### src/rtl/l1_l2_arbiter_if.sv
// L1I / L1D / L2-link signal bundle seen by the L1-to-L2 arbiter.
// slave is the arbiter view; master is the view of the surrounding caches and link.
interface l1_l2_arbiter_if;
  localparam int unsigned ADDR_W = 24;
  localparam int unsigned DATA_W = 32;

  logic              l1i_req_i, l1i_rw_i, l1i_write_i, l1i_read_i;
  logic [ADDR_W-1:0] l1i_add_i;
  logic [DATA_W-1:0] l1i_data_i;
  logic              l1d_req_i, l1d_rw_i, l1d_write_i, l1d_read_i;
  logic [ADDR_W-1:0] l1d_add_i;
  logic [DATA_W-1:0] l1d_data_i;
  logic              buf_ready_i, buf_ready_write_i, buf_ready_read_i;
  logic [DATA_W-1:0] buf_data_i;

  logic              buf_req_o, buf_rw_o, buf_write_o, buf_read_o;
  logic [ADDR_W-1:0] buf_add_o;
  logic [DATA_W-1:0] buf_data_o;
  logic              l1i_ready_o, l1i_ready_write_o, l1i_ready_read_o;
  logic [DATA_W-1:0] l1i_data_o;
  logic              l1d_ready_o, l1d_ready_write_o, l1d_ready_read_o;
  logic [DATA_W-1:0] l1d_data_o;
  logic [1:0]        grant_o;
  logic              timeout_o, overrun_o;

  modport slave (
    input  l1i_req_i, l1i_rw_i, l1i_write_i, l1i_read_i, l1i_add_i, l1i_data_i,
    input  l1d_req_i, l1d_rw_i, l1d_write_i, l1d_read_i, l1d_add_i, l1d_data_i,
    input  buf_ready_i, buf_ready_write_i, buf_ready_read_i, buf_data_i,
    output buf_req_o, buf_rw_o, buf_write_o, buf_read_o, buf_add_o, buf_data_o,
    output l1i_ready_o, l1i_ready_write_o, l1i_ready_read_o, l1i_data_o,
    output l1d_ready_o, l1d_ready_write_o, l1d_ready_read_o, l1d_data_o,
    output grant_o, timeout_o, overrun_o
  );

  modport master (
    output l1i_req_i, l1i_rw_i, l1i_write_i, l1i_read_i, l1i_add_i, l1i_data_i,
    output l1d_req_i, l1d_rw_i, l1d_write_i, l1d_read_i, l1d_add_i, l1d_data_i,
    output buf_ready_i, buf_ready_write_i, buf_ready_read_i, buf_data_i,
    input  buf_req_o, buf_rw_o, buf_write_o, buf_read_o, buf_add_o, buf_data_o,
    input  l1i_ready_o, l1i_ready_write_o, l1i_ready_read_o, l1i_data_o,
    input  l1d_ready_o, l1d_ready_write_o, l1d_ready_read_o, l1d_data_o,
    input  grant_o, timeout_o, overrun_o
  );
endinterface

### src/rtl/l1_l2_arbiter.sv
// Grant FSM sharing the L1-to-L2 link between L1I and L1D: whole-transaction grants,
// a dead turnaround cycle between owners, bounded L1D starvation, beat and hold watchdogs.
module l1_l2_arbiter #(
  parameter int unsigned BLOCK_WORDS  = 4,
  parameter int unsigned STARVE_LIMIT = 3,
  parameter int unsigned TIMEOUT      = 1024
) (
  input logic              clock_i,
  input logic              reset_i,
  l1_l2_arbiter_if.slave   bus
);
  localparam int unsigned HOLD_W = $clog2(TIMEOUT);
  localparam int unsigned BEAT_W = $clog2(BLOCK_WORDS + 1);
  localparam int unsigned WAIT_W = $clog2(STARVE_LIMIT + 1);

  typedef enum logic [1:0] {IDLE, GNT_I, GNT_D, TURN} state_e;

  state_e            state_q, state_d;
  logic [WAIT_W-1:0] wait_cnt_q, wait_cnt_d;
  logic [HOLD_W-1:0] hold_cnt_q, hold_cnt_d;
  logic [BEAT_W-1:0] beat_cnt_q, beat_cnt_d;
  logic              timeout_q, timeout_d;
  logic              overrun_q, overrun_d;
  logic              owner_req, owner_strobe;

  always_ff @(posedge clock_i or negedge reset_i) begin
    if (!reset_i) begin
      state_q    <= IDLE;
      wait_cnt_q <= '0;
      hold_cnt_q <= '0;
      beat_cnt_q <= '0;
      timeout_q  <= 1'b0;
      overrun_q  <= 1'b0;
    end else begin
      state_q    <= state_d;
      wait_cnt_q <= wait_cnt_d;
      hold_cnt_q <= hold_cnt_d;
      beat_cnt_q <= beat_cnt_d;
      timeout_q  <= timeout_d;
      overrun_q  <= overrun_d;
    end
  end

  // Next-state: arbitrate in IDLE/TURN, watch the owner while granted.
  always_comb begin
    state_d      = state_q;
    wait_cnt_d   = wait_cnt_q;
    hold_cnt_d   = hold_cnt_q;
    beat_cnt_d   = beat_cnt_q;
    timeout_d    = timeout_q;
    overrun_d    = overrun_q;
    owner_req    = 1'b0;
    owner_strobe = 1'b0;

    if (state_q == GNT_I) begin
      owner_req    = bus.l1i_req_i;
      owner_strobe = bus.l1i_write_i | bus.l1i_read_i;
    end else if (state_q == GNT_D) begin
      owner_req    = bus.l1d_req_i;
      owner_strobe = bus.l1d_write_i | bus.l1d_read_i;
    end

    case (state_q)
      IDLE, TURN: begin
        hold_cnt_d = '0;
        beat_cnt_d = '0;
        if (bus.l1i_req_i && bus.l1d_req_i) begin
          if (wait_cnt_q == WAIT_W'(STARVE_LIMIT)) begin
            state_d    = GNT_D;
            wait_cnt_d = '0;
          end else begin
            state_d    = GNT_I;
            wait_cnt_d = wait_cnt_q + WAIT_W'(1);
          end
        end else if (bus.l1i_req_i) begin
          state_d = GNT_I;
        end else if (bus.l1d_req_i) begin
          state_d    = GNT_D;
          wait_cnt_d = '0;
        end else begin
          state_d = IDLE;
        end
      end
      GNT_I, GNT_D: begin
        hold_cnt_d = hold_cnt_q + HOLD_W'(1);
        if (owner_strobe) begin
          if (beat_cnt_q == BEAT_W'(BLOCK_WORDS)) overrun_d = 1'b1;
          else beat_cnt_d = beat_cnt_q + BEAT_W'(1);
        end
        // A forced release only counts as a timeout if the owner still wanted the link.
        if (!owner_req) begin
          state_d = TURN;
        end else if (hold_cnt_q == HOLD_W'(TIMEOUT - 1)) begin
          state_d   = TURN;
          timeout_d = 1'b1;
        end
      end
      default: state_d = IDLE;
    endcase
  end

  // Output mux decoded from the registered owner.
  always_comb begin
    bus.buf_req_o         = 1'b0;
    bus.buf_rw_o          = 1'b0;
    bus.buf_write_o       = 1'b0;
    bus.buf_read_o        = 1'b0;
    bus.buf_add_o         = '0;
    bus.buf_data_o        = '0;
    bus.l1i_ready_o       = 1'b0;
    bus.l1i_ready_write_o = 1'b0;
    bus.l1i_ready_read_o  = 1'b0;
    bus.l1i_data_o        = '0;
    bus.l1d_ready_o       = 1'b0;
    bus.l1d_ready_write_o = 1'b0;
    bus.l1d_ready_read_o  = 1'b0;
    bus.l1d_data_o        = '0;
    bus.grant_o           = 2'b00;
    bus.timeout_o         = timeout_q;
    bus.overrun_o         = overrun_q;

    case (state_q)
      GNT_I: begin
        bus.grant_o           = 2'b01;
        bus.buf_req_o         = bus.l1i_req_i;
        bus.buf_rw_o          = bus.l1i_rw_i;
        bus.buf_write_o       = bus.l1i_write_i;
        bus.buf_read_o        = bus.l1i_read_i;
        bus.buf_add_o         = bus.l1i_add_i;
        bus.buf_data_o        = bus.l1i_data_i;
        bus.l1i_ready_o       = bus.buf_ready_i;
        bus.l1i_ready_write_o = bus.buf_ready_write_i;
        bus.l1i_ready_read_o  = bus.buf_ready_read_i;
        bus.l1i_data_o        = bus.buf_data_i;
      end
      GNT_D: begin
        bus.grant_o           = 2'b10;
        bus.buf_req_o         = bus.l1d_req_i;
        bus.buf_rw_o          = bus.l1d_rw_i;
        bus.buf_write_o       = bus.l1d_write_i;
        bus.buf_read_o        = bus.l1d_read_i;
        bus.buf_add_o         = bus.l1d_add_i;
        bus.buf_data_o        = bus.l1d_data_i;
        bus.l1d_ready_o       = bus.buf_ready_i;
        bus.l1d_ready_write_o = bus.buf_ready_write_i;
        bus.l1d_ready_read_o  = bus.buf_ready_read_i;
        bus.l1d_data_o        = bus.buf_data_i;
      end
      default: ;
    endcase
  end
endmodule

### src/flat_wrapper.sv
// flat-port wrapper written by rule: the top's interface ports become plain ports
module l1_l2_arbiter_flat 
#(
  parameter int unsigned BLOCK_WORDS  = 4,
  parameter int unsigned STARVE_LIMIT = 3,
  parameter int unsigned TIMEOUT      = 1024
)
  (clock_i, reset_i, bus_l1i_req_i, bus_l1i_rw_i, bus_l1i_write_i, bus_l1i_read_i, bus_l1i_add_i, bus_l1i_data_i, bus_l1d_req_i, bus_l1d_rw_i, bus_l1d_write_i, bus_l1d_read_i, bus_l1d_add_i, bus_l1d_data_i, bus_buf_ready_i, bus_buf_ready_write_i, bus_buf_ready_read_i, bus_buf_data_i, bus_buf_req_o, bus_buf_rw_o, bus_buf_write_o, bus_buf_read_o, bus_buf_add_o, bus_buf_data_o, bus_l1i_ready_o, bus_l1i_ready_write_o, bus_l1i_ready_read_o, bus_l1i_data_o, bus_l1d_ready_o, bus_l1d_ready_write_o, bus_l1d_ready_read_o, bus_l1d_data_o, bus_grant_o, bus_timeout_o, bus_overrun_o);
  l1_l2_arbiter_if bus_i ();
  input logic clock_i;
  input logic reset_i;
  input wire logic [$bits(bus_i.l1i_req_i)-1:0] bus_l1i_req_i;
  input wire logic [$bits(bus_i.l1i_rw_i)-1:0] bus_l1i_rw_i;
  input wire logic [$bits(bus_i.l1i_write_i)-1:0] bus_l1i_write_i;
  input wire logic [$bits(bus_i.l1i_read_i)-1:0] bus_l1i_read_i;
  input wire logic [$bits(bus_i.l1i_add_i)-1:0] bus_l1i_add_i;
  input wire logic [$bits(bus_i.l1i_data_i)-1:0] bus_l1i_data_i;
  input wire logic [$bits(bus_i.l1d_req_i)-1:0] bus_l1d_req_i;
  input wire logic [$bits(bus_i.l1d_rw_i)-1:0] bus_l1d_rw_i;
  input wire logic [$bits(bus_i.l1d_write_i)-1:0] bus_l1d_write_i;
  input wire logic [$bits(bus_i.l1d_read_i)-1:0] bus_l1d_read_i;
  input wire logic [$bits(bus_i.l1d_add_i)-1:0] bus_l1d_add_i;
  input wire logic [$bits(bus_i.l1d_data_i)-1:0] bus_l1d_data_i;
  input wire logic [$bits(bus_i.buf_ready_i)-1:0] bus_buf_ready_i;
  input wire logic [$bits(bus_i.buf_ready_write_i)-1:0] bus_buf_ready_write_i;
  input wire logic [$bits(bus_i.buf_ready_read_i)-1:0] bus_buf_ready_read_i;
  input wire logic [$bits(bus_i.buf_data_i)-1:0] bus_buf_data_i;
  output wire logic [$bits(bus_i.buf_req_o)-1:0] bus_buf_req_o;
  output wire logic [$bits(bus_i.buf_rw_o)-1:0] bus_buf_rw_o;
  output wire logic [$bits(bus_i.buf_write_o)-1:0] bus_buf_write_o;
  output wire logic [$bits(bus_i.buf_read_o)-1:0] bus_buf_read_o;
  output wire logic [$bits(bus_i.buf_add_o)-1:0] bus_buf_add_o;
  output wire logic [$bits(bus_i.buf_data_o)-1:0] bus_buf_data_o;
  output wire logic [$bits(bus_i.l1i_ready_o)-1:0] bus_l1i_ready_o;
  output wire logic [$bits(bus_i.l1i_ready_write_o)-1:0] bus_l1i_ready_write_o;
  output wire logic [$bits(bus_i.l1i_ready_read_o)-1:0] bus_l1i_ready_read_o;
  output wire logic [$bits(bus_i.l1i_data_o)-1:0] bus_l1i_data_o;
  output wire logic [$bits(bus_i.l1d_ready_o)-1:0] bus_l1d_ready_o;
  output wire logic [$bits(bus_i.l1d_ready_write_o)-1:0] bus_l1d_ready_write_o;
  output wire logic [$bits(bus_i.l1d_ready_read_o)-1:0] bus_l1d_ready_read_o;
  output wire logic [$bits(bus_i.l1d_data_o)-1:0] bus_l1d_data_o;
  output wire logic [$bits(bus_i.grant_o)-1:0] bus_grant_o;
  output wire logic [$bits(bus_i.timeout_o)-1:0] bus_timeout_o;
  output wire logic [$bits(bus_i.overrun_o)-1:0] bus_overrun_o;
  assign bus_i.l1i_req_i = bus_l1i_req_i;
  assign bus_i.l1i_rw_i = bus_l1i_rw_i;
  assign bus_i.l1i_write_i = bus_l1i_write_i;
  assign bus_i.l1i_read_i = bus_l1i_read_i;
  assign bus_i.l1i_add_i = bus_l1i_add_i;
  assign bus_i.l1i_data_i = bus_l1i_data_i;
  assign bus_i.l1d_req_i = bus_l1d_req_i;
  assign bus_i.l1d_rw_i = bus_l1d_rw_i;
  assign bus_i.l1d_write_i = bus_l1d_write_i;
  assign bus_i.l1d_read_i = bus_l1d_read_i;
  assign bus_i.l1d_add_i = bus_l1d_add_i;
  assign bus_i.l1d_data_i = bus_l1d_data_i;
  assign bus_i.buf_ready_i = bus_buf_ready_i;
  assign bus_i.buf_ready_write_i = bus_buf_ready_write_i;
  assign bus_i.buf_ready_read_i = bus_buf_ready_read_i;
  assign bus_i.buf_data_i = bus_buf_data_i;
  assign bus_buf_req_o = bus_i.buf_req_o;
  assign bus_buf_rw_o = bus_i.buf_rw_o;
  assign bus_buf_write_o = bus_i.buf_write_o;
  assign bus_buf_read_o = bus_i.buf_read_o;
  assign bus_buf_add_o = bus_i.buf_add_o;
  assign bus_buf_data_o = bus_i.buf_data_o;
  assign bus_l1i_ready_o = bus_i.l1i_ready_o;
  assign bus_l1i_ready_write_o = bus_i.l1i_ready_write_o;
  assign bus_l1i_ready_read_o = bus_i.l1i_ready_read_o;
  assign bus_l1i_data_o = bus_i.l1i_data_o;
  assign bus_l1d_ready_o = bus_i.l1d_ready_o;
  assign bus_l1d_ready_write_o = bus_i.l1d_ready_write_o;
  assign bus_l1d_ready_read_o = bus_i.l1d_ready_read_o;
  assign bus_l1d_data_o = bus_i.l1d_data_o;
  assign bus_grant_o = bus_i.grant_o;
  assign bus_timeout_o = bus_i.timeout_o;
  assign bus_overrun_o = bus_i.overrun_o;
  l1_l2_arbiter #(.BLOCK_WORDS(BLOCK_WORDS), .STARVE_LIMIT(STARVE_LIMIT), .TIMEOUT(TIMEOUT)) u_core (.clock_i(clock_i), .reset_i(reset_i), .bus(bus_i));
endmodule
### config.mk
export PLATFORM = sky130hd
export DESIGN_NAME = l1_l2_arbiter_flat
export DESIGN_NICKNAME = d
export VERILOG_FILES = /design/src/rtl/l1_l2_arbiter_if.sv /design/src/rtl/l1_l2_arbiter.sv /design/src/flat_wrapper.sv
export SDC_FILE = /design/constraint.sdc
export NUM_CORES = 1
export LEC_CHECK = 0
export BUFFER_PORTS_ARGS = -buffer_cell sky130_fd_sc_hd__buf_2
export CAP_MARGIN = 15
export CORE_AREA = 2 2 113 115
export CTS_BUF_LIST = sky130_fd_sc_hd__clkbuf_2 sky130_fd_sc_hd__clkbuf_4 sky130_fd_sc_hd__clkbuf_8
export CTS_CLUSTER_DIAMETER = 200
export DETAILED_ROUTE_END_ITERATION = 8
export DIE_AREA = 0 0 115 117
export PLACE_DENSITY = 0.56
export SYNTH_ARGS = -nofsm -noshare
export SYNTH_HDL_FRONTEND = slang
export SYNTH_SLANG_ARGS = --single-unit
### constraint.sdc
create_clock -name clock_i -period 4.9 [get_ports clock_i]
set_clock_uncertainty 0.2 [all_clocks]
set_input_delay 0.735 -clock clock_i [delete_from_list [all_inputs] [get_ports clock_i]]
set_output_delay 0.735 -clock clock_i [all_outputs]
set_load 0.02 [all_outputs]
* Yosys cells after proc, flatten, opt, wreduce, memory -nomap -nowiden
Index checks and enable logic that the tools add are counted.
** Operators by class
- $add $sub $neg :: 3
- Eq/ne operators :: 10
- Multiplexer cells :: 34
- Bitwise gates (word level) :: 2
- Reduce and logical (&&, ||, !) cells :: 9
** Operator list (number)
- $mux W32 :: 2
- $pmux W32 S2 :: 1
- $pmux W24 S2 :: 1
- $mux W2 :: 10
- $pmux W10 S2 :: 1
- $add A10 B1 Y10 const B :: 1
- $eq A10 B10 Y1 const B :: 1
- $mux W1 :: 10
- $reduce_and A3 Y1 :: 3
- $pmux W1 S2 :: 4
- $pmux W2 S2 :: 2
- $eq A2 B2 Y1 const B :: 3
- $mux W3 :: 2
- $pmux W3 S2 :: 1
- $ne A2 B1 Y1 const B :: 2
- $reduce_or A2 Y1 :: 2
- $add A3 B1 Y3 const B :: 1
- $eq A3 B3 Y1 const B :: 1
- $ne A3 B3 Y1 const B :: 1
- $add A2 B1 Y2 const B :: 1
- $eq A2 B1 Y1 const B :: 1
- $logic_not A2 Y1 :: 1
- $ne A2 B2 Y1 const B :: 1
- $or A1 B1 Y1 :: 2
- other kinds (3) :: 3
** Word-level totals
- Register bits after elaboration :: 19
- Input port bits :: 157
- Output and inout port bits :: 134
- Word-level logic and storage cells :: 64

* Logic depth before layout (Yosys ltp)
Gate-level depths: netlist of the first run.
- Depth after elaboration :: 5
- Depth in mapped cells :: 6
- Gate-level depth less buffers :: 6

* Worst setup path after synthesis of the first run
Ideal clock, no wire load.
- Path type :: reg2out
- Start point :: register u_core.state_q[0]
- End point :: output bus_buf_data_o[28]
- Arrival :: 1.604 ns
- Required time :: 3.965 ns
- Slack :: 2.361 ns
- Stages on the path, launching flop included :: 7
- Path buffers :: 2
- Path through :: dfrtp_1 inv_1 ha_1 buf_2 buf_2 a22oi_1 nor2_1
** On the way
- Word-level cells in the longest chain between the ends :: 2
** Ends and longest elaborated chain
- start: declaration :: RTL line l1_l2_arbiter.sv:18 : state_e state_q, state_d;
- start signal: assignment :: RTL line l1_l2_arbiter.sv:35 : state_q <= state_d;
- $eq A2 B2 Y1 / $eq A2 B1 Y1 (equally long branches) :: RTL line l1_l2_arbiter.sv:122 : case (state_q)
- $pmux W32 S2 * :: RTL line l1_l2_arbiter.sv:122
- end: declaration :: RTL line flat_wrapper.sv:33 : output wire logic [$bits(bus_i.buf_data_o)-1:0] bus_buf_data_o;
Mark *: on every way between the ends. The rest lies on a longest branch, timed or not.

* Worst setup path in the final report of the first run
- Start point :: register u_core.state_q[0]
- End point :: output bus_buf_data_o[10]
Same word-level chain as after synthesis.

==> impl_metrics.toml, run 1 <==
[sta]
hold_violations = 0
max_slew_margin = 0.323
final.setup.tns_ns = 0
finalCritPeriodShare = 0.712
worst_pin_slew_ns = 1.02
setup_viol = 0
drv_slew = 0
rsz0062_at_grt = "false"
max_freq_ghz = 0.287
period_needed_ns = 3.49

[die]
core-area_um2 = 12300
die-area_um2 = 13500
rows = 41
io_pins = 291
dieHeight_um = 117
initial_utilization = 0.177
die_w_um = 115

[route]
drt_iter0_markers = 195
route.detailed.drc = 0
drtPass1Iterations = 4
viasPerCell = 4.48
vias = 3269
ant_nets = 0
drt-total-wl_um = 9980
avgRoutedWirePerCell_um = 13.7

[cts]
holdBufCountCts = 0
clk_path_buf_depth = 2
cts_tree = "done"
cts_buffers = 3
cts.htree.levels = 1
cts_setup_buffers = 0
clock_sinks = 19
clkLatencyLatePin_ns = 0.26
postCtsResizedCells = 0
clkTransAtPathRegs_ns = 0.07
root_buffer = "clkbuf_8"

[global_routing]
grt_pass1_vias = 2712
grt_max_degree = 64
grt_pass1_wl_um = 13500
antenna_found_initial = 2
grtUsageTotal = 0.125
overflow = 0

[layout]
nets = 744
final_cell_mix = "buf_2 (290), nor2_1 (70), and2_1 (70)"
diodes = 0
final_common_cell = "buf_2"
final_util = 0.307
synthToLayoutAreaGrowth_pct = 73.2
fin_cells = 730
drive_gt1_frac = 0.524

[yosys]
synth_nets = 473
synth_cell_types = 31
ys_seq_area_frac = 0.218
synth.avg_cell_area_um2 = 7.04
yosysWarnings = 0
synth-seq-cells = 19
netlist_area_um2 = 2180
syn_inst = 310

[placement]
post-place-cells = 726
portBuffers = 290
dp_hpwl_um = 8050
place_congestion = 0.744

[worst_setup_path]
worstSetupStartpointType = "register"
worstPathMaxFanout = 63
cp.arrival_ns = 2.55
path_class = "reg -> out"
end_kind = "output pin"
crit_required_ns = 3.96

[pwr]
power_density_nw_per_um2 = 559
p_total_w = 0.00211
ir_worst_vdd_mv = 0.273
p_leak_nw = 2.24

[worst_hold_path]
hp-class = "in -> async"

[flow_run]
cap_violations = 0

[outcome]
status = "completed"
[metrics by stage]
| stage | setup slack, ns | hold WS (ns) | instance area, um2 |
|---|---|---|---|
| after floorplan | 2.36 | 0.239 | 2180 |
| after global placement | 1.74 | 0.251 | 3730 |
| after detailed placement | 1.68 | 0.267 | 3730 |
| after CTS | 1.39 | 0.215 | 3780 |
| after global routing | 1.18 | 0.246 | 3780 |
| final | 1.41 | 0.212 | 3780 |
[flip-flops by register name (all words and copies together) (netlist names)]
register / count
u_core.state_q: 2
u_core.hold_cnt_q: 10
u_core.bus.overrun_o: 1
u_core.wait_cnt_q: 2
u_core.beat_cnt_q: 3
u_core.bus.timeout_o: 1
[synth_stat cells (all sizes together)]
cell / number / area share
nand3b: 1 / 0.0034
a22oi: 59 / 0.20
nand2: 11 / 0.019
dfrtp: 19 / 0.22
a31oi: 1 / 0.0029
mux2: 1 / 0.0069
nand3: 4 / 0.0092
nand2b: 2 / 0.0057
nor2b: 1 / 0.0029
and2: 71 / 0.20
nor2: 70 / 0.12
inv: 5 / 0.0086
a21oi: 5 / 0.011
a21o: 1 / 0.0034
clkbuf: 13 / 0.022
or3: 1 / 0.0029
o21ai: 4 / 0.011
a32oi: 1 / 0.0040
a41o: 2 / 0.0092
and4b: 1 / 0.0046
nor3b: 1 / 0.0057
and4: 2 / 0.0080
xor2: 4 / 0.016
o31ai: 1 / 0.0034
buf: 15 / 0.034
nand4: 2 / 0.0057
xnor2: 3 / 0.012
ha: 6 / 0.034
nor3: 3 / 0.0069
[per-layer routing]
| metal | routed length (um) | vias up | share of wire | global-route usage |
|---|---|---|---|---|
| met5 | 0 | - | 0 | 0 |
| met2 | 4980 | 188 | 0.50 | 0.227 |
| li1 | - | 1609 | - | - |
| met4 | 31 | 0 | 0.0031 | 0.0145 |
| met1 | 3910 | 1468 | 0.39 | 0.157 |
| met3 | 1060 | 4 | 0.11 | 0.0247 |
[cell families after synthesis]
group / Yosys count / synth area share
compound gates: 74 / 0.248
xor+xnor: 7 / 0.0281
fa+ha+maj: 6 / 0.0344
buf+inv: 33 / 0.0654
flops: 19 / 0.218
mux: 1 / 0.00688
simple gates: 170 / 0.399
[layout make-up]
type                       count  area, um2
multi-input combinational    258       1570
fill                        1313       8530
tap                          150        188
clock buffer                   3       41.3
timing repair buffer         294       1480
clock inverter                 1       5.00
sequential                    19        475
inverter                       5       18.8
[power by group]
group / switching [W] / leakage (nW) / internal, W
Clock: 0.0000523 / 0.0255 / 0.0000565
Combinational: 0.00120 / 1.96 / 0.000591
Sequential: 0.0000235 / 0.254 / 0.000189
Total: 0.00128 / 2.24 / 0.000836
[worst paths after layout]
| check | startpoint | to | slack, ns | cells after the start |
|---|---|---|---|---|
| max | u_core.state_q[0] | bus_buf_data_o[10] | 1.41 | 6 |
| min | reset_i | u_core.hold_cnt_q[0] | 0.21 | 1 |
| max reg2reg | u_core.state_q[0] | u_core.beat_cnt_q[0] | 1.90 | 7 |
| min reg2reg | u_core.bus.timeout_o | u_core.bus.timeout_o | 0.28 | 1 |
| max in group asynchronous | reset_i | u_core.hold_cnt_q[9] | 3.98 | 1 |
| min in group clock_i | u_core.bus.timeout_o | u_core.bus.timeout_o | 0.28 | 1 |
[worst max-delay path: stages (launching register included)]
cell and delay (ns):
dfrtp_1 0.39, inv_1 0.08, ha_2 0.84, buf_4 0.46
a22oi_1 0.17, nor2_1 0.12, buf_2 0.18
(Power assumes the default switching activity.)
==> run 2, diff against run 1 <==
Settings changed: PLACE_DENSITY 0.56 to 0.58.
Clock period 4.9 ns to 3 ns, I/O delays scaled along.
==> run 2 against run 1 <==
Net effect: cell count rose by 0.27%; power up 67%; worst hold slack improved by 0.064 ns; via count decreased by 0.18%; register-to-register slack got worse by 1.1 ns; clock power up 66%; worst setup slack lost 0.86 ns; global-route usage fell by 0.21 points; sequential power is 64% higher; largest power group unchanged.
==> impl_metrics.toml, run 2 (synthesis gave the netlist of run 1 again) <==
[die]
die_w_um = 115
initial_utilization = 0.177
core-area_um2 = 12300
dieHeight_um = 117
rows = 41
io_pins = 291
die-area_um2 = 13500

[worst_hold_path]
min_from = "u_core.bus.overrun_o"
hp-class = "reg -> reg"
min_to = "u_core.bus.overrun_o"
hold_depth = 1

[cts]
postCtsResizedCells = 0
cts_setup_buffers = 0
clock_sinks = 19
clkLatencyLatePin_ns = 0.25
root_buffer = "clkbuf_8"
clk_path_buf_depth = 2
cts_tree = "done"
cts_buffers = 3
clkTransAtPathRegs_ns = 0.07
holdBufCountCts = 1
cts.htree.levels = 1

[layout]
final_util = 0.312
final_common_cell = "buf_2"
top_register = "u_core.hold_cnt_q"
largest_reg_flops = 10
drive_gt1_frac = 0.524
final_cell_mix = "buf_2 (290), nor2_1 (70), and2_1 (70)"
nets = 746
reg.largest.list = "u_core.hold_cnt_q (10), u_core.beat_cnt_q (3)"
diodes = 0
synthToLayoutAreaGrowth_pct = 75.8

[sta]
rsz0062_at_grt = "false"
setup_viol = 0
worst_pin_slew_ns = 0.415
final.setup.tns_ns = 0
period_needed_ns = 2.45
max_slew_margin = 0.723
max_freq_ghz = 0.408
drv_slew = 0
hold_violations = 0
finalCritPeriodShare = 0.816

[pwr]
power_density_nw_per_um2 = 917
p_leak_nw = 2.26
ir_worst_vdd_mv = 0.353

[route]
viasPerCell = 4.46
drtPass1Iterations = 6
drt-total-wl_um = 10000
ant_nets = 0
avgRoutedWirePerCell_um = 13.7
route.detailed.drc = 0
drt_iter0_markers = 110
vias = 3263

[global_routing]
grtUsageTotal = 0.123
grt_pass1_vias = 2685
overflow = 0
grt.met3_usage = 0.0242
use_met2 = 0.227
met1_usage = 0.153
grt.busiest_layer = "met2"
grt_max_degree = 100
grt_pass1_wl_um = 13400
antenna_found_initial = 1

[outcome]
status = "completed"

[flow_run]
cap_violations = 0

[placement]
place_congestion = 0.756
portBuffers = 290
dp_hpwl_um = 8120

[worst_setup_path]
rrSetupSlack_ns = 0.79
end_kind = "output pin"
rr_startpoint = "u_core.state_q[0]"
worstSetupStartpointType = "register"
reg2reg_depth = 7
reg2reg_to = "u_core.beat_cnt_q[0]"
crit_required_ns = 2.35
cp.arrival_ns = 1.80
path_class = "reg -> out"
worstPathMaxFanout = 99
-- run 2: cell types whose count changed in the layout (fill, tap and decap cells not counted) --
cell,before,now
clkinv_2,1,0
buf_4,4,2
dlygate4sd3_1,0,1
buf_12,0,3
clkbuf_4,0,1
-- run 2: layout make-up --
class	count	area [um2]
flip-flops and latches	19	475
multi-input cells	258	1570
inverters	5	18.8
fillers	1379	8480
repair buffers	296	1540
clock buffers	4	48.8
well taps	150	188
-- run 2: through the flow --
stage / cells / power [W] / instance area (um2) / setup slack [ns] / hold WS (ns)
floorplan: 310 / 0.00237 / 2180 / 0.746 / -0.0456
global placement: 727 / 0.00339 / 3780 / 0.748 / 0.211
detailed placement: 727 / 0.00338 / 3780 / 0.738 / 0.215
CTS: 732 / 0.00358 / 3840 / 0.451 / 0.281
global route: 732 / 0.00383 / 3840 / 0.387 / 0.299
finish: 732 / 0.00352 / 3840 / 0.551 / 0.276
-- run 2: power breakdown --
group	internal (W)	leakage, nW	total [W]	switching (W)
Clock	0.000103	0.0262	0.000181	0.0000774
Combinational	0.00103	1.98	0.00299	0.00196
Sequential	0.000309	0.254	0.000347	0.0000382
-- run 2: routing by layer --
| layer | vias up | wire length [um] |
|---|---|---|
| li1 | 1614 | - |
| met1 | 1461 | 4050 |
| met2 | 182 | 5040 |
| met3 | 4 | 912 |
| met4 | 2 | 14 |
| met5 | - | 16 |
-- run 2: critical path, cell delays in order, from the launching register on --
cell     delay [ns]
dfrtp_1        0.38
inv_1          0.08
ha_2           0.19
buf_12         0.30
a22oi_1        0.12
nor2_1         0.24
buf_2          0.23
-- run 2: worst max path at each step --
stage / startpoint / end / cells past startpoint
floorplan: u_core.state_q[0] / bus_buf_data_o[28] / 6
global placement: u_core.state_q[1] / bus_buf_rw_o / 6
detailed placement: u_core.state_q[1] / bus_buf_rw_o / 6
CTS: u_core.state_q[1] / bus_buf_rw_o / 6
global route: u_core.state_q[1] / bus_buf_rw_o / 6
finish: u_core.state_q[1] / bus_buf_rw_o / 6
